==> src/rtl/line_cmd_if.sv <==
// Line command bus between line_scheduler and inlinecontrol.
// master: drives per-lane start addresses, line length, flags and the
//         one-cycle valid strobe; samples ds_ready (inlinecontrol working).
// slave : the inlinecontrol side of the same bus.
interface line_cmd_if #(
    parameter int unsigned X_MAC        = 4,
    parameter int unsigned ADDR_LEN     = 13,
    parameter int unsigned MAX_LINE_LEN = 10
);
    logic [ADDR_LEN*X_MAC-1:0] st_addr;
    logic [MAX_LINE_LEN-1:0]   linelen;
    logic                      linealign;
    logic                      ispad;
    logic                      tofifo;
    logic                      fromfifo;
    logic                      valid;
    logic                      ds_ready;

    modport master (
        output st_addr, linelen, linealign, ispad, tofifo, fromfifo, valid,
        input  ds_ready
    );

    modport slave (
        input  st_addr, linelen, linealign, ispad, tofifo, fromfifo, valid,
        output ds_ready
    );
endinterface

==> src/rtl/line_scheduler.sv <==
// line_scheduler: walks the input rows of one layer and issues one line
// command per row to inlinecontrol, never while inlinecontrol is working.
// Ports:
//   clk, rst_n        clock, synchronous active-low reset
//   start             one-cycle pulse, latches cfg_* (accepted only in IDLE)
//   cfg_*             layer configuration (base, strides, line count, flags)
//   cmd (master)      line command bus: st_addr, linelen, flags, valid, ds_ready
//   busy              state is not IDLE
//   done              one-cycle pulse at layer completion
//   err               sticky illegal-configuration flag, cleared by next start
//   line_idx          index of the current or last issued row
module line_scheduler #(
    parameter int unsigned X_MAC         = 4,
    parameter int unsigned ADDR_LEN      = 13,
    parameter int unsigned MAX_LINE_LEN  = 10,
    parameter int unsigned MAX_LINES_LEN = 10
) (
    input  logic                     clk,
    input  logic                     rst_n,
    input  logic                     start,
    input  logic [ADDR_LEN-1:0]      cfg_base,
    input  logic [ADDR_LEN-1:0]      cfg_row_stride,
    input  logic [ADDR_LEN-1:0]      cfg_mac_stride,
    input  logic [MAX_LINES_LEN-1:0] cfg_num_lines,
    input  logic [MAX_LINE_LEN-1:0]  cfg_linelen,
    input  logic                     cfg_ispad,
    input  logic                     cfg_linealign,
    input  logic                     cfg_tofifo,
    input  logic                     cfg_fromfifo,
    line_cmd_if.master               cmd,
    output logic                     busy,
    output logic                     done,
    output logic                     err,
    output logic [MAX_LINES_LEN-1:0] line_idx
);

    typedef enum logic [2:0] {IDLE, ISSUE, ACK, WAIT, FIN} state_t;

    state_t state_q, state_d;

    logic [ADDR_LEN-1:0]       row_stride_q, row_stride_d;
    logic [ADDR_LEN-1:0]       mac_stride_q, mac_stride_d;
    logic [MAX_LINES_LEN-1:0]  num_lines_q,  num_lines_d;
    logic [MAX_LINE_LEN-1:0]   len_cfg_q,    len_cfg_d;
    logic                      ispad_cfg_q,  ispad_cfg_d;
    logic                      align_cfg_q,  align_cfg_d;
    logic                      tof_cfg_q,    tof_cfg_d;
    logic                      fromf_cfg_q,  fromf_cfg_d;
    logic [ADDR_LEN-1:0]       cur_addr_q,   cur_addr_d;

    logic [ADDR_LEN*X_MAC-1:0] st_addr_q,    st_addr_d;
    logic [MAX_LINE_LEN-1:0]   linelen_q,    linelen_d;
    logic                      ispad_q,      ispad_d;
    logic                      linealign_q,  linealign_d;
    logic                      tofifo_q,     tofifo_d;
    logic                      fromfifo_q,   fromfifo_d;
    logic                      valid_q,      valid_d;
    logic                      busy_d, done_d, err_d;
    logic [MAX_LINES_LEN-1:0]  line_idx_d;

    always_comb begin
        state_d      = state_q;
        row_stride_d = row_stride_q;
        mac_stride_d = mac_stride_q;
        num_lines_d  = num_lines_q;
        len_cfg_d    = len_cfg_q;
        ispad_cfg_d  = ispad_cfg_q;
        align_cfg_d  = align_cfg_q;
        tof_cfg_d    = tof_cfg_q;
        fromf_cfg_d  = fromf_cfg_q;
        cur_addr_d   = cur_addr_q;
        st_addr_d    = st_addr_q;
        linelen_d    = linelen_q;
        ispad_d      = ispad_q;
        linealign_d  = linealign_q;
        tofifo_d     = tofifo_q;
        fromfifo_d   = fromfifo_q;
        valid_d      = 1'b0;
        done_d       = 1'b0;
        err_d        = err;
        line_idx_d   = line_idx;

        unique case (state_q)
            IDLE: begin
                if (start) begin
                    row_stride_d = cfg_row_stride;
                    mac_stride_d = cfg_mac_stride;
                    num_lines_d  = cfg_num_lines;
                    len_cfg_d    = cfg_linelen;
                    ispad_cfg_d  = cfg_ispad;
                    align_cfg_d  = cfg_linealign;
                    tof_cfg_d    = cfg_tofifo;
                    fromf_cfg_d  = cfg_fromfifo;
                    err_d        = 1'b0;
                    if (cfg_num_lines == '0) begin
                        state_d = FIN;
                    end else if (cfg_linelen < MAX_LINE_LEN'(4)) begin
                        err_d   = 1'b1;
                        state_d = FIN;
                    end else begin
                        line_idx_d = '0;
                        cur_addr_d = cfg_base;
                        state_d    = ISSUE;
                    end
                end
            end
            ISSUE: begin
                if (!cmd.ds_ready) begin
                    valid_d = 1'b1;
                    for (int unsigned j = 0; j < X_MAC; j++) begin
                        st_addr_d[j*ADDR_LEN +: ADDR_LEN] =
                            cur_addr_q + ADDR_LEN'(j) * mac_stride_q;
                    end
                    linelen_d   = len_cfg_q;
                    ispad_d     = ispad_cfg_q;
                    linealign_d = align_cfg_q;
                    tofifo_d    = tof_cfg_q && (line_idx != num_lines_q - 1'b1);
                    fromfifo_d  = fromf_cfg_q && (line_idx != '0);
                    state_d     = ACK;
                end
            end
            // inlinecontrol raises working one edge after it samples valid,
            // so ds_ready is not yet meaningful here.
            ACK: state_d = WAIT;
            WAIT: begin
                if (!cmd.ds_ready) begin
                    if (line_idx == num_lines_q - 1'b1) begin
                        state_d = FIN;
                    end else begin
                        line_idx_d = line_idx + 1'b1;
                        cur_addr_d = cur_addr_q + row_stride_q;
                        state_d    = ISSUE;
                    end
                end
            end
            FIN: begin
                done_d  = 1'b1;
                state_d = IDLE;
            end
            default: state_d = IDLE;
        endcase

        busy_d = (state_d != IDLE);
    end

    always_ff @(posedge clk) begin
        if (!rst_n) begin
            state_q      <= IDLE;
            row_stride_q <= '0;
            mac_stride_q <= '0;
            num_lines_q  <= '0;
            len_cfg_q    <= '0;
            ispad_cfg_q  <= 1'b0;
            align_cfg_q  <= 1'b0;
            tof_cfg_q    <= 1'b0;
            fromf_cfg_q  <= 1'b0;
            cur_addr_q   <= '0;
            st_addr_q    <= '0;
            linelen_q    <= '0;
            ispad_q      <= 1'b0;
            linealign_q  <= 1'b0;
            tofifo_q     <= 1'b0;
            fromfifo_q   <= 1'b0;
            valid_q      <= 1'b0;
            busy         <= 1'b0;
            done         <= 1'b0;
            err          <= 1'b0;
            line_idx     <= '0;
        end else begin
            state_q      <= state_d;
            row_stride_q <= row_stride_d;
            mac_stride_q <= mac_stride_d;
            num_lines_q  <= num_lines_d;
            len_cfg_q    <= len_cfg_d;
            ispad_cfg_q  <= ispad_cfg_d;
            align_cfg_q  <= align_cfg_d;
            tof_cfg_q    <= tof_cfg_d;
            fromf_cfg_q  <= fromf_cfg_d;
            cur_addr_q   <= cur_addr_d;
            st_addr_q    <= st_addr_d;
            linelen_q    <= linelen_d;
            ispad_q      <= ispad_d;
            linealign_q  <= linealign_d;
            tofifo_q     <= tofifo_d;
            fromfifo_q   <= fromfifo_d;
            valid_q      <= valid_d;
            busy         <= busy_d;
            done         <= done_d;
            err          <= err_d;
            line_idx     <= line_idx_d;
        end
    end

    assign cmd.st_addr   = st_addr_q;
    assign cmd.linelen   = linelen_q;
    assign cmd.ispad     = ispad_q;
    assign cmd.linealign = linealign_q;
    assign cmd.tofifo    = tofifo_q;
    assign cmd.fromfifo  = fromfifo_q;
    assign cmd.valid     = valid_q;

endmodule

==> src/flat_wrapper.sv <==
// flat-port wrapper written by rule: the top's interface ports become plain ports
module line_scheduler_flat 
#(
    parameter int unsigned X_MAC         = 4,
    parameter int unsigned ADDR_LEN      = 13,
    parameter int unsigned MAX_LINE_LEN  = 10,
    parameter int unsigned MAX_LINES_LEN = 10
)
  (clk, rst_n, start, cfg_base, cfg_row_stride, cfg_mac_stride, cfg_num_lines, cfg_linelen, cfg_ispad, cfg_linealign, cfg_tofifo, cfg_fromfifo, busy, done, err, line_idx, cmd_st_addr, cmd_linelen, cmd_linealign, cmd_ispad, cmd_tofifo, cmd_fromfifo, cmd_valid, cmd_ds_ready);
  line_cmd_if #(.X_MAC(X_MAC), .ADDR_LEN(ADDR_LEN), .MAX_LINE_LEN(MAX_LINE_LEN)) cmd_i ();
  input  logic clk;
  input  logic rst_n;
  input  logic start;
  input  logic [ADDR_LEN-1:0] cfg_base;
  input  logic [ADDR_LEN-1:0] cfg_row_stride;
  input  logic [ADDR_LEN-1:0] cfg_mac_stride;
  input  logic [MAX_LINES_LEN-1:0] cfg_num_lines;
  input  logic [MAX_LINE_LEN-1:0] cfg_linelen;
  input  logic cfg_ispad;
  input  logic cfg_linealign;
  input  logic cfg_tofifo;
  input  logic cfg_fromfifo;
  output logic busy;
  output logic done;
  output logic err;
  output logic [MAX_LINES_LEN-1:0] line_idx;
  output wire logic [$bits(cmd_i.st_addr)-1:0] cmd_st_addr;
  output wire logic [$bits(cmd_i.linelen)-1:0] cmd_linelen;
  output wire logic [$bits(cmd_i.linealign)-1:0] cmd_linealign;
  output wire logic [$bits(cmd_i.ispad)-1:0] cmd_ispad;
  output wire logic [$bits(cmd_i.tofifo)-1:0] cmd_tofifo;
  output wire logic [$bits(cmd_i.fromfifo)-1:0] cmd_fromfifo;
  output wire logic [$bits(cmd_i.valid)-1:0] cmd_valid;
  input wire logic [$bits(cmd_i.ds_ready)-1:0] cmd_ds_ready;
  assign cmd_st_addr = cmd_i.st_addr;
  assign cmd_linelen = cmd_i.linelen;
  assign cmd_linealign = cmd_i.linealign;
  assign cmd_ispad = cmd_i.ispad;
  assign cmd_tofifo = cmd_i.tofifo;
  assign cmd_fromfifo = cmd_i.fromfifo;
  assign cmd_valid = cmd_i.valid;
  assign cmd_i.ds_ready = cmd_ds_ready;
  line_scheduler #(.X_MAC(X_MAC), .ADDR_LEN(ADDR_LEN), .MAX_LINE_LEN(MAX_LINE_LEN), .MAX_LINES_LEN(MAX_LINES_LEN)) u_core (.clk(clk), .rst_n(rst_n), .start(start), .cfg_base(cfg_base), .cfg_row_stride(cfg_row_stride), .cfg_mac_stride(cfg_mac_stride), .cfg_num_lines(cfg_num_lines), .cfg_linelen(cfg_linelen), .cfg_ispad(cfg_ispad), .cfg_linealign(cfg_linealign), .cfg_tofifo(cfg_tofifo), .cfg_fromfifo(cfg_fromfifo), .cmd(cmd_i), .busy(busy), .done(done), .err(err), .line_idx(line_idx));
endmodule
==> config.mk <==
export PLATFORM = sky130hd
export DESIGN_NAME = line_scheduler_flat
export DESIGN_NICKNAME = d
export VERILOG_FILES = /design/src/rtl/line_cmd_if.sv /design/src/rtl/line_scheduler.sv /design/src/flat_wrapper.sv
export SDC_FILE = /design/constraint.sdc
export NUM_CORES = 1
export LEC_CHECK = 0
export BUFFER_PORTS_ARGS = -buffer_cell sky130_fd_sc_hd__buf_2
export CAP_MARGIN = 20
export CORE_ASPECT_RATIO = 0.5
export CORE_MARGIN = 3
export CORE_UTILIZATION = 50
export DETAILED_ROUTE_END_ITERATION = 16
export GPL_TIMING_DRIVEN = 0
export HOLD_SLACK_MARGIN = 0.15
export PLACE_DENSITY = 0.73
export SYNTH_ARGS = -nofsm -noshare
export SYNTH_HDL_FRONTEND = slang
export SYNTH_SLANG_ARGS = --single-unit
export TNS_END_PERCENT = 100
==> constraint.sdc <==
create_clock -name clk -period 9.2 [get_ports clk]
set_clock_uncertainty 0.1 [all_clocks]
set_input_delay 0.92 -clock clk [delete_from_list [all_inputs] [get_ports clk]]
set_output_delay 0.92 -clock clk [all_outputs]
set_load 0.02 [all_outputs]
==> impl_table.tex, run 1 <==
\begin{tabular}{lr}
\hline
Metric & Value \\
\hline
\multicolumn{2}{l}{\textbf{Status}} \\
\quad Run status & completed \\
\multicolumn{2}{l}{\textbf{Logic synthesis}} \\
\quad Adder-cell area share of the yosys netlist & 0.115 \\
\quad Share of flip-flops with an asynchronous set or reset after synthesis & 0 \\
\quad Gate count after technology mapping & 998 \\
\quad Yosys reg bits & between 100 and 150 \\
\quad Proportion of synthesized chip area in sequential cells & 0.364 \\
\quad Post-synth top area share & 0.364 \\
\quad Largest cells by area after synthesis & sky130\_fd\_sc\_hd\_\_dfxtp\_1, sky130\_fd\_sc\_hd\_\_nand2\_1, sky130\_fd\_sc\_hd\_\_a21oi\_1 \\
\quad Count leader, synth & sky130\_fd\_sc\_hd\_\_nand2\_1 \\
\quad Count of synthesis-stage warnings from yosys & 0 \\
\quad Number of unique standard cell types used by synthesis & between 60 and 70 \\
\quad Mapped cell area & approximately 0.0079 mm\^{}2 \\
\quad Portion of netlist area occupied by mux cells & 0.00411 \\
\quad Simple-gate share of the synthesized area & 0.239 \\
\quad Share of the synthesized area in compound gates (AO/OA/AOI/OAI) & 0.179 \\
\quad Most used flip-flop cell after synthesis & sky130\_fd\_sc\_hd\_\_dfxtp\_1 \\
\quad Largest family of logic cells by synthesized area & simple AND/OR/NAND/NOR gates \\
\quad Synth Area in XOR/XNOR & 0.0553 \\
\quad Library cell with the largest summed area after synthesis & sky130\_fd\_sc\_hd\_\_dfxtp\_1 \\
\quad Synth Area per Inst & between 7 and 8 um\^{}2 \\
\quad Post-synth EDFFs & 0 \\
\quad Most frequent cells after synthesis & sky130\_fd\_sc\_hd\_\_nand2\_1, sky130\_fd\_sc\_hd\_\_dfxtp\_1, sky130\_fd\_sc\_hd\_\_a21oi\_1, sky130\_fd\_sc\_hd\_\_nor2\_1, sky130\_fd\_sc\_hd\_\_ha\_1 \\
\quad Post-Syn Nets & 1129 \\
\multicolumn{2}{l}{\textbf{Route}} \\
\quad Via count & 7810 \\
\quad Average vias per placed instance & roughly 5.7 \\
\quad Number of detailed-routing iterations run before antenna repair & 5 \\
\quad Number of DRC markers after the initial detailed-route iteration & between 400 and 500 \\
\quad Wire length after detailed routing & 23700 um \\
\quad Average wire length per cell after detail routing & 17.3 um \\
\quad Number of antenna-violating nets in the routed design & 0 \\
\quad Remaining DRCs & 0 \\
\multicolumn{2}{l}{\textbf{Power}} \\
\quad Peak ir drop on the vdd network & 0.164 mV \\
\quad P per Cell Area & between 150 and 200 mW/mm\^{}2 \\
\quad Reported leakage power & roughly 0.0041 uW \\
\multicolumn{2}{l}{\textbf{CTS}} \\
\quad Level count of the clock H-tree & 4 \\
\quad Clk buf depth & 2 \\
\quad Number of buffers created by CTS & 17 \\
\quad Number of sinks on the clock net & about 140 \\
\quad Clock transition at the register clock pins on the worst setup and hold paths after CTS & $\sim$0.07 ns \\
\quad Setup repair bufs after CTS & 0 \\
\quad TritonCTS clock tree & built \\
\quad Buffer type at the clock tree root & sky130\_fd\_sc\_hd\_\_clkbuf\_16 \\
\quad Post-cts resize count & 0 \\
\quad Post-CTS Hold Buffers & 0 \\
\quad Latest clock arrival within the worst-skew pair & 0.44 ns \\
\multicolumn{2}{l}{\textbf{Critical path}} \\
\quad R2r worst-path depth & 10 \\
\quad Endpoint class of the critical path & register \\
\quad RR Startpoint & u\_core.cur\_addr\_q[2] \\
\quad Largest driver fanout on the critical path & 6 \\
\quad Cell Chain, Critical Path & fa\_1 > ha\_1 > a21o\_1 > a21o\_1 > a2111oi\_0 > nor3\_1 > a221o\_1 > o41ai\_2 > xnor2\_1 > a21oi\_1 \\
\quad Slowest cell on the critical path & sky130\_fd\_sc\_hd\_\_dfxtp\_1 \\
\quad Cell occurring most often along the worst timing path & sky130\_fd\_sc\_hd\_\_a21o\_1 \\
\quad Kind of cell adding the most delay to the critical path & compound AO/OA/AOI/OAI gates \\
\quad Slack of the worst reg-to-reg path & 5.73 ns \\
\quad Critical R2R Capture & u\_core.cmd.st\_addr[51] \\
\quad Required time reported for the critical path endpoint & 9.39 ns \\
\quad WP data arrival & $\sim$3.7 ns \\
\quad Buf+Inv Stages, Crit Path & 0 \\
\quad Worst Setup Path Type & reg2reg \\
\quad Kind of start point of the critical path & register \\
\quad Largest stage delay on the critical path & between 0.5 and 0.6 ns \\
\multicolumn{2}{l}{\textbf{Floorplan}} \\
\quad Num rows & 31 \\
\quad Die footprint & 0.0175 mm\^{}2 \\
\quad Starting density of the core & 0.529 \\
\quad Y dimension of the die & 95.0 um \\
\quad Top Ports & between 100 and 150 \\
\quad Die X-Extent & between 150 and 200 um \\
\quad Standard cell core area & 0.0150 mm\^{}2 \\
\multicolumn{2}{l}{\textbf{Hold path}} \\
\quad Type of the most critical hold path & reg2reg \\
\quad Hold Path Origin & u\_core.cmd.st\_addr[21] \\
\quad Worst Hold Path EP & u\_core.cmd.st\_addr[21] \\
\quad Hold depth & 2 \\
\multicolumn{2}{l}{\textbf{Timing}} \\
\quad FMAX & about 0.29 GHz \\
\quad Max-slew violation count & 0 \\
\quad Actual transition at the worst max-transition pin & 0.923 ns \\
\quad Number of endpoints failing setup at the final stage & 0 \\
\quad Final hold viol count & 0 \\
\quad Setup repair after global routing missed its margin & no \\
\quad Share of the clock period used by the worst path after layout & 0.378 \\
\quad Rel. slew slack & 0.380 \\
\quad Post-route setup TNS & 0 ns \\
\quad Final Critical Period & around 3.5 ns \\
\quad Minimum setup slack in the final design & roughly 5.7 ns \\
\multicolumn{2}{l}{\textbf{Place}} \\
\quad Worst slack, placed & about 5.8 ns \\
\quad Number of placed cells counting well taps & 1341 \\
\quad Routability Congestion & a little over 0.9 \\
\quad HPWL after detailed placement & $\sim$18000 um \\
\quad Count of port buffers added during placement & between 100 and 150 \\
\multicolumn{2}{l}{\textbf{Finish}} \\
\quad Post-route non-filler standard cell count & $\sim$1400 \\
\quad Fraction of layout instances using a drive strength above 1 & 0.174 \\
\quad Area of the multi-input gates & approximately 0.0047 mm\^{}2 \\
\quad Nets & between 1000 and 1500 \\
\quad Number of filler instances in the final layout & approximately 1400 \\
\quad Area added between synthesis and finish & 19.8\% \\
\quad Ant diodes & 0 \\
\quad Sequential cell area in the final layout & 0.00288 mm\^{}2 \\
\multicolumn{2}{l}{\textbf{GRT}} \\
\quad Vias in the first global route & 7349 \\
\quad First-pass GRT wire length & 37300 um \\
\quad Antenna violations before repair & 0 \\
\quad Largest net degree at the start of global routing & 18 \\
\quad Tot GR Track Use & 0.272 \\
\quad Aggregate global routing overflow & 0 \\
\multicolumn{2}{l}{\textbf{Job}} \\
\quad Maxcap violations & 0 \\
\hline
\end{tabular}
cells in the final DEF (no fill, tap or decap), types with 5 or more instances in the layout:
master                      synthesis  routed
sky130_fd_sc_hd__a211oi_1          14      14
sky130_fd_sc_hd__a21o_1             8       8
sky130_fd_sc_hd__a21oi_1          138     138
sky130_fd_sc_hd__and3_1             6       6
sky130_fd_sc_hd__buf_2              4     149
sky130_fd_sc_hd__clkbuf_1          48      48
sky130_fd_sc_hd__clkbuf_16          0      17
sky130_fd_sc_hd__dfxtp_1          144     144
sky130_fd_sc_hd__fa_1              15      15
sky130_fd_sc_hd__ha_1              49      49
sky130_fd_sc_hd__inv_1             23      23
sky130_fd_sc_hd__inv_6              0       5
sky130_fd_sc_hd__inv_8              0       6
sky130_fd_sc_hd__nand2_1          234     234
sky130_fd_sc_hd__nand3_1           32      32
sky130_fd_sc_hd__nand4_1            7       7
sky130_fd_sc_hd__nand4b_1           5       5
sky130_fd_sc_hd__nor2_1            53      53
sky130_fd_sc_hd__nor2b_1           10      10
sky130_fd_sc_hd__nor3_1            28      28
sky130_fd_sc_hd__nor4_1             5       5
sky130_fd_sc_hd__o211ai_1           5       5
sky130_fd_sc_hd__o21ai_0           33      33
sky130_fd_sc_hd__o41ai_1            5       5
sky130_fd_sc_hd__or3_1             12      12
sky130_fd_sc_hd__xnor2_1           26      26
sky130_fd_sc_hd__xor2_1            24      24
through the flow:
step                cell area, um^2  power (uW)   util  hold slack [ns]
global placement               8890        1090  0.594            0.337
global route                   9490        1870  0.634            0.364
finish                         9490        1790  0.634            0.349
detailed placement             8900        1110  0.594            0.343
CTS                            9480        1790  0.633            0.352
floorplan                      7920         984      -            0.332
final cells by class:
cell class	count	share of cell area
Timing Repair Buffer	146	0.0772
Inverter	24	0.00949
Sequential cell	144	0.304
Buffer	56	0.0260
Clock inverter	15	0.0167
Tap cell	198	0.0261
Clock buffer	17	0.0448
Multi-Input combinational cell	774	0.496
sequential cells by signal (all words and copies together) (netlist names):
register              flops
u_core.state_q            3
u_core.cmd.fromfifo       1
u_core.err                1
u_core.cur_addr_q        13
u_core.cmd.linelen       10
u_core.cmd.valid          1
u_core.line_idx          10
u_core.row_stride_q      13
u_core.tof_cfg_q          1
u_core.mac_stride_q      13
u_core.num_lines_q       10
u_core.done               1
u_core.cmd.ispad          1
u_core.ispad_cfg_q        1
u_core.cmd.st_addr       50
u_core.len_cfg_q         10
u_core.busy               1
u_core.cmd.tofifo         1
u_core.fromf_cfg_q        1
u_core.align_cfg_q        1
u_core.cmd.linealign      1
tightest hold or removal path: cells and delay by family (launching register included):
| kind | cells | cell delay, ns |
|---|---|---|
| AOI/OAI and AO/OA | 1 | 0.05 |
| and+or+nand+nor | 1 | 0.05 |
| DFF | 1 | 0.31 |
cell families (layout without fill, tap and decap cells):
group                    Yosys count  in the layout
AND/OR/NAND/NOR                  419            419
AO/OA/AOI/OAI                    238            238
flip-flops                       144            144
buffers and inverters             80            258
adder cells (fa/ha/maj)           64             64
XOR/XNOR                          50             50
multiplexers                       3              3
power by group:
part | internal, uW | total [uW] | switching, uW
registers | 662 | 707 | 45.1
logic | 153 | 396 | 244
clock network | 364 | 689 | 325
total | 1180 | 1790 | 613
worst max-delay path by stage:
stage	from	endpoint	slack, ns	cells after the start
floorplan	u_core.mac_stride_q[1]	u_core.cmd.st_addr[51]	6.19	10
global placement	u_core.cur_addr_q[2]	u_core.cmd.st_addr[51]	5.85	10
detailed placement	u_core.cur_addr_q[2]	u_core.cmd.st_addr[51]	5.82	10
CTS	u_core.cur_addr_q[2]	u_core.cmd.st_addr[51]	5.81	10
global route	u_core.cur_addr_q[2]	u_core.cmd.st_addr[51]	5.48	10
finish	u_core.cur_addr_q[2]	u_core.cmd.st_addr[51]	5.73	10
routing by layer:
metal,share of wire,track usage,vias to the layer above,routed length [um]
met5,0,0,-,0
met4,0.020,0.0880,0,482
met3,0.071,0.0458,50,1680
met2,0.45,0.442,294,10600
met1,0.46,0.374,3666,10900
li1,-,-,3800,-
Note: power is estimated with default switching activity, not from simulation.
==> run 2, diff against run 1 <==
Settings changed: PLACE_DENSITY 0.73 to 0.76.
Clock period 9.2 ns to 3.1 ns, I/O delays scaled along.
==> impl_table.tex, run 2 (synthesized netlist as in run 1, its figures left out) <==
\begin{tabular}{lr}
\hline
Metric & Value \\
\hline
\multicolumn{2}{l}{\textbf{Status}} \\
\quad Run status & complete, but fails checks (was completed) \\
\quad Failing checks & setup timing \\
\multicolumn{2}{l}{\textbf{Job}} \\
\quad Maxcap violations & 0 (unchanged) \\
\multicolumn{2}{l}{\textbf{Timing}} \\
\quad Number of endpoints failing setup at the final stage & 1 (was 0) \\
\quad FMAX & 0.322 GHz (was 0.288 GHz) \\
\quad Rel. slew slack & 0.412 (was 0.380) \\
\quad Actual transition at the worst max-transition pin & 0.879 ns (was 0.923 ns) \\
\quad Post-route setup TNS & -0.00124 ns (was 0 ns) \\
\quad Worst slack on hold paths & 0.167 ns (was 0.349 ns) \\
\quad Max-slew violation count & 0 (unchanged) \\
\quad Setup repair after global routing missed its margin & yes (was no) \\
\quad Share of the clock period used by the worst path after layout & 1.00 (was 0.378) \\
\quad Final Critical Period & 3.10 ns (was 3.47 ns) \\
\quad Minimum setup slack in the final design & -0.00124 ns (was 5.73 ns) \\
\quad Final hold viol count & 0 (unchanged) \\
\multicolumn{2}{l}{\textbf{Critical path}} \\
\quad Kind of cell adding the most delay to the critical path & compound AO/OA/AOI/OAI gates (unchanged) \\
\quad RR Startpoint & u\_core.mac\_stride\_q[1] (was u\_core.cur\_addr\_q[2]) \\
\quad Kind of start point of the critical path & register (unchanged) \\
\quad Slowest cell on the critical path & sky130\_fd\_sc\_hd\_\_fa\_1 (was sky130\_fd\_sc\_hd\_\_dfxtp\_1) \\
\quad Endpoint class of the critical path & register (unchanged) \\
\quad Buf+Inv Stages, Crit Path & 0 (unchanged) \\
\quad WP data arrival & 3.29 ns (was 3.66 ns) \\
\quad Launching element of the worst setup path & u\_core.mac\_stride\_q[1] (was u\_core.cur\_addr\_q[2]) \\
\quad Largest driver fanout on the critical path & 3 (was 6) \\
\quad Largest stage delay on the critical path & 0.56 ns (was 0.52 ns) \\
\quad Worst Setup Path Type & reg2reg (unchanged) \\
\quad R2r worst-path depth & 10 (unchanged) \\
\quad Required time reported for the critical path endpoint & 3.29 ns (was 9.39 ns) \\
\quad Levels on crit path & 10 (unchanged) \\
\quad Cell Chain, Critical Path & fa\_1 > ha\_1 > a21o\_1 > a21o\_1 > a2111oi\_4 > nor3\_2 > a221o\_1 > o41ai\_2 > xnor2\_1 > a21oi\_1 (was fa\_1 > ha\_1 > a21o\_1 > a21o\_1 > a2111oi\_0 > nor3\_1 > a221o\_1 > o41ai\_2 > xnor2\_1 > a21oi\_1) \\
\quad Cell occurring most often along the worst timing path & sky130\_fd\_sc\_hd\_\_a21o\_1 (unchanged) \\
\multicolumn{2}{l}{\textbf{GRT}} \\
\quad Antenna violations before repair & 0 (unchanged) \\
\quad Vias in the first global route & 7817 (was 7349) \\
\quad Largest net degree at the start of global routing & 17 (was 18) \\
\quad First-pass GRT wire length & 38700 um (was 37300 um) \\
\quad Tot GR Track Use & 0.282 (was 0.272) \\
\quad Aggregate global routing overflow & 0 (unchanged) \\
\multicolumn{2}{l}{\textbf{Place}} \\
\quad Area after detailed placement & 0.00890 mm\^{}2 (unchanged) \\
\quad Count of port buffers added during placement & 145 (unchanged) \\
\quad HPWL after detailed placement & 17800 um (was 17900 um) \\
\quad Number of placed cells counting well taps & 1341 (unchanged) \\
\quad Routability Congestion & 0.946 (was 0.908) \\
\multicolumn{2}{l}{\textbf{CTS}} \\
\quad TritonCTS clock tree & built (unchanged) \\
\quad Number of sinks on the clock net & 144 (unchanged) \\
\quad Latest clock arrival within the worst-skew pair & 0.42 ns (was 0.44 ns) \\
\quad Level count of the clock H-tree & 4 (unchanged) \\
\quad Buffer type at the clock tree root & sky130\_fd\_sc\_hd\_\_clkbuf\_16 (unchanged) \\
\quad Clock transition at the register clock pins on the worst setup and hold paths after CTS & 0.07 ns (about the same) \\
\quad Number of buffers created by CTS & 17 (unchanged) \\
\quad Clk buf depth & 2 (unchanged) \\
\multicolumn{2}{l}{\textbf{Hold path}} \\
\quad Hold depth & 3 (was 2) \\
\quad Hold Path Origin & cfg\_base[1] (was u\_core.cmd.st\_addr[21]) \\
\quad Type of the most critical hold path & in2reg (was reg2reg) \\
\multicolumn{2}{l}{\textbf{Route}} \\
\quad Wire length after detailed routing & 25300 um (was 23700 um) \\
\quad Number of detailed-routing iterations run before antenna repair & 5 (unchanged) \\
\quad Average vias per placed instance & 5.76 (was 5.68) \\
\quad Average wire length per cell after detail routing & 17.7 um (was 17.3 um) \\
\quad Number of DRC markers after the initial detailed-route iteration & 597 (was 472) \\
\quad Number of antenna-violating nets in the routed design & 0 (unchanged) \\
\quad Remaining DRCs & 0 (unchanged) \\
\quad Via count & 8251 (was 7810) \\
\multicolumn{2}{l}{\textbf{Floorplan}} \\
\quad Top Ports & 147 (unchanged) \\
\quad Die footprint & 0.0175 mm\^{}2 (unchanged) \\
\quad Standard cell core area & 0.0150 mm\^{}2 (unchanged) \\
\quad Die X-Extent & 184 um (unchanged) \\
\quad Y dimension of the die & 95.0 um (unchanged) \\
\quad Num rows & 31 (unchanged) \\
\quad Starting density of the core & 0.529 (unchanged) \\
\multicolumn{2}{l}{\textbf{Finish}} \\
\quad Ant diodes & 0 (unchanged) \\
\quad Post-route non-filler standard cell count & 1432 (was 1374) \\
\quad Nets & 1352 (was 1294) \\
\quad Fraction of layout instances using a drive strength above 1 & 0.180 (was 0.174) \\
\quad Leading cell types in the layout, fill and taps excluded & sky130\_fd\_sc\_hd\_\_nand2\_1, sky130\_fd\_sc\_hd\_\_buf\_2, sky130\_fd\_sc\_hd\_\_a21oi\_1, sky130\_fd\_sc\_hd\_\_dfxtp\_1, sky130\_fd\_sc\_hd\_\_dlygate4sd3\_1 (was sky130\_fd\_sc\_hd\_\_nand2\_1, sky130\_fd\_sc\_hd\_\_buf\_2, sky130\_fd\_sc\_hd\_\_dfxtp\_1) \\
\quad Most common cell after layout, fill and taps aside & sky130\_fd\_sc\_hd\_\_nand2\_1 (unchanged) \\
\quad Area added between synthesis and finish & 28.2\% (was 19.8\%) \\
\quad Number of flip-flops in the largest register & 50 (unchanged) \\
\quad Number of filler instances in the final layout & 1204 (was 1363) \\
\quad Finished layout cell area & 0.0102 mm\^{}2 (was 0.00949 mm\^{}2) \\
\multicolumn{2}{l}{\textbf{Power}} \\
\quad Tot Pwr & 5400 uW (was 1790 uW) \\
\quad Peak ir drop on the vdd network & 0.421 mV (was 0.164 mV) \\
\quad P per Cell Area & 532 mW/mm\^{}2 (was 189 mW/mm\^{}2) \\
\quad Reported leakage power & 0.00437 uW (was 0.00414 uW) \\
\hline
\end{tabular}
[run 2: report_power, final]
group	total, uW	internal [uW]	switching [uW]
clock network	2030	1130	905
logic	1270	509	758
registers	2100	1970	137
total	5400	3600	1800
[run 2: worst paths after layout]
check	to	slack (ns)
max reg2reg	u_core.cmd.st_addr[51]	-0.001
min	u_core.cur_addr_q[1]	0.17
max	u_core.cmd.st_addr[51]	-0.001
min reg2reg	u_core.cmd.st_addr[35]	0.35
[run 2: area by class of cell]
class | instances | area, um^2 | area share
repair buffers | 204 | 1310 | 0.129
flip-flops and latches | 144 | 2900 | 0.286
multi-input cells | 774 | 4780 | 0.471
plain buffers | 56 | 246 | 0.0243
inverters | 24 | 90.1 | 0.00887
well taps | 198 | 248 | 0.0244
clock inverters | 15 | 150 | 0.0148
clock buffers | 17 | 425 | 0.0419
[run 2: metal layers]
layer  track usage  up-vias  share of wire
met1         0.356     3899           0.42
met3        0.0531       84          0.083
met2         0.476      371           0.46
li1              -     3897              -
met4         0.121        0          0.033
met5             0        -              0
[run 2: per-stage QoR]
stage	worst slack, ns	utilization
3_5_place_dp	-0.362	0.594
3_3_place_gp	-0.231	0.594
4_1_cts	-0.0560	0.674
5_1_grt	-0.113	0.678
2_1_floorplan	0.0857	-
6_report	-0.00124	0.678
[run 2: repair_timing]
item | 4_1_cts | 5_1_grt
setup endpoints to repair | 3 | 17
buffers inserted | 1 | 0
hold buffers | 57 | 0
gates resized for setup | 13 | 13
pin swaps | 10 | 4
hold endpoints to repair | 58 | 0
[run 2: worst reg2reg max path, stage by stage, from the launching register on]
cell,delay (ns)
sky130_fd_sc_hd__dfxtp_4,0.36
sky130_fd_sc_hd__fa_1,0.56
sky130_fd_sc_hd__ha_1,0.24
sky130_fd_sc_hd__a21o_1,0.17
sky130_fd_sc_hd__a21o_1,0.21
sky130_fd_sc_hd__a2111oi_4,0.33
sky130_fd_sc_hd__nor3_2,0.09
sky130_fd_sc_hd__a221o_1,0.38
sky130_fd_sc_hd__o41ai_2,0.28
sky130_fd_sc_hd__xnor2_1,0.17
sky130_fd_sc_hd__a21oi_1,0.08
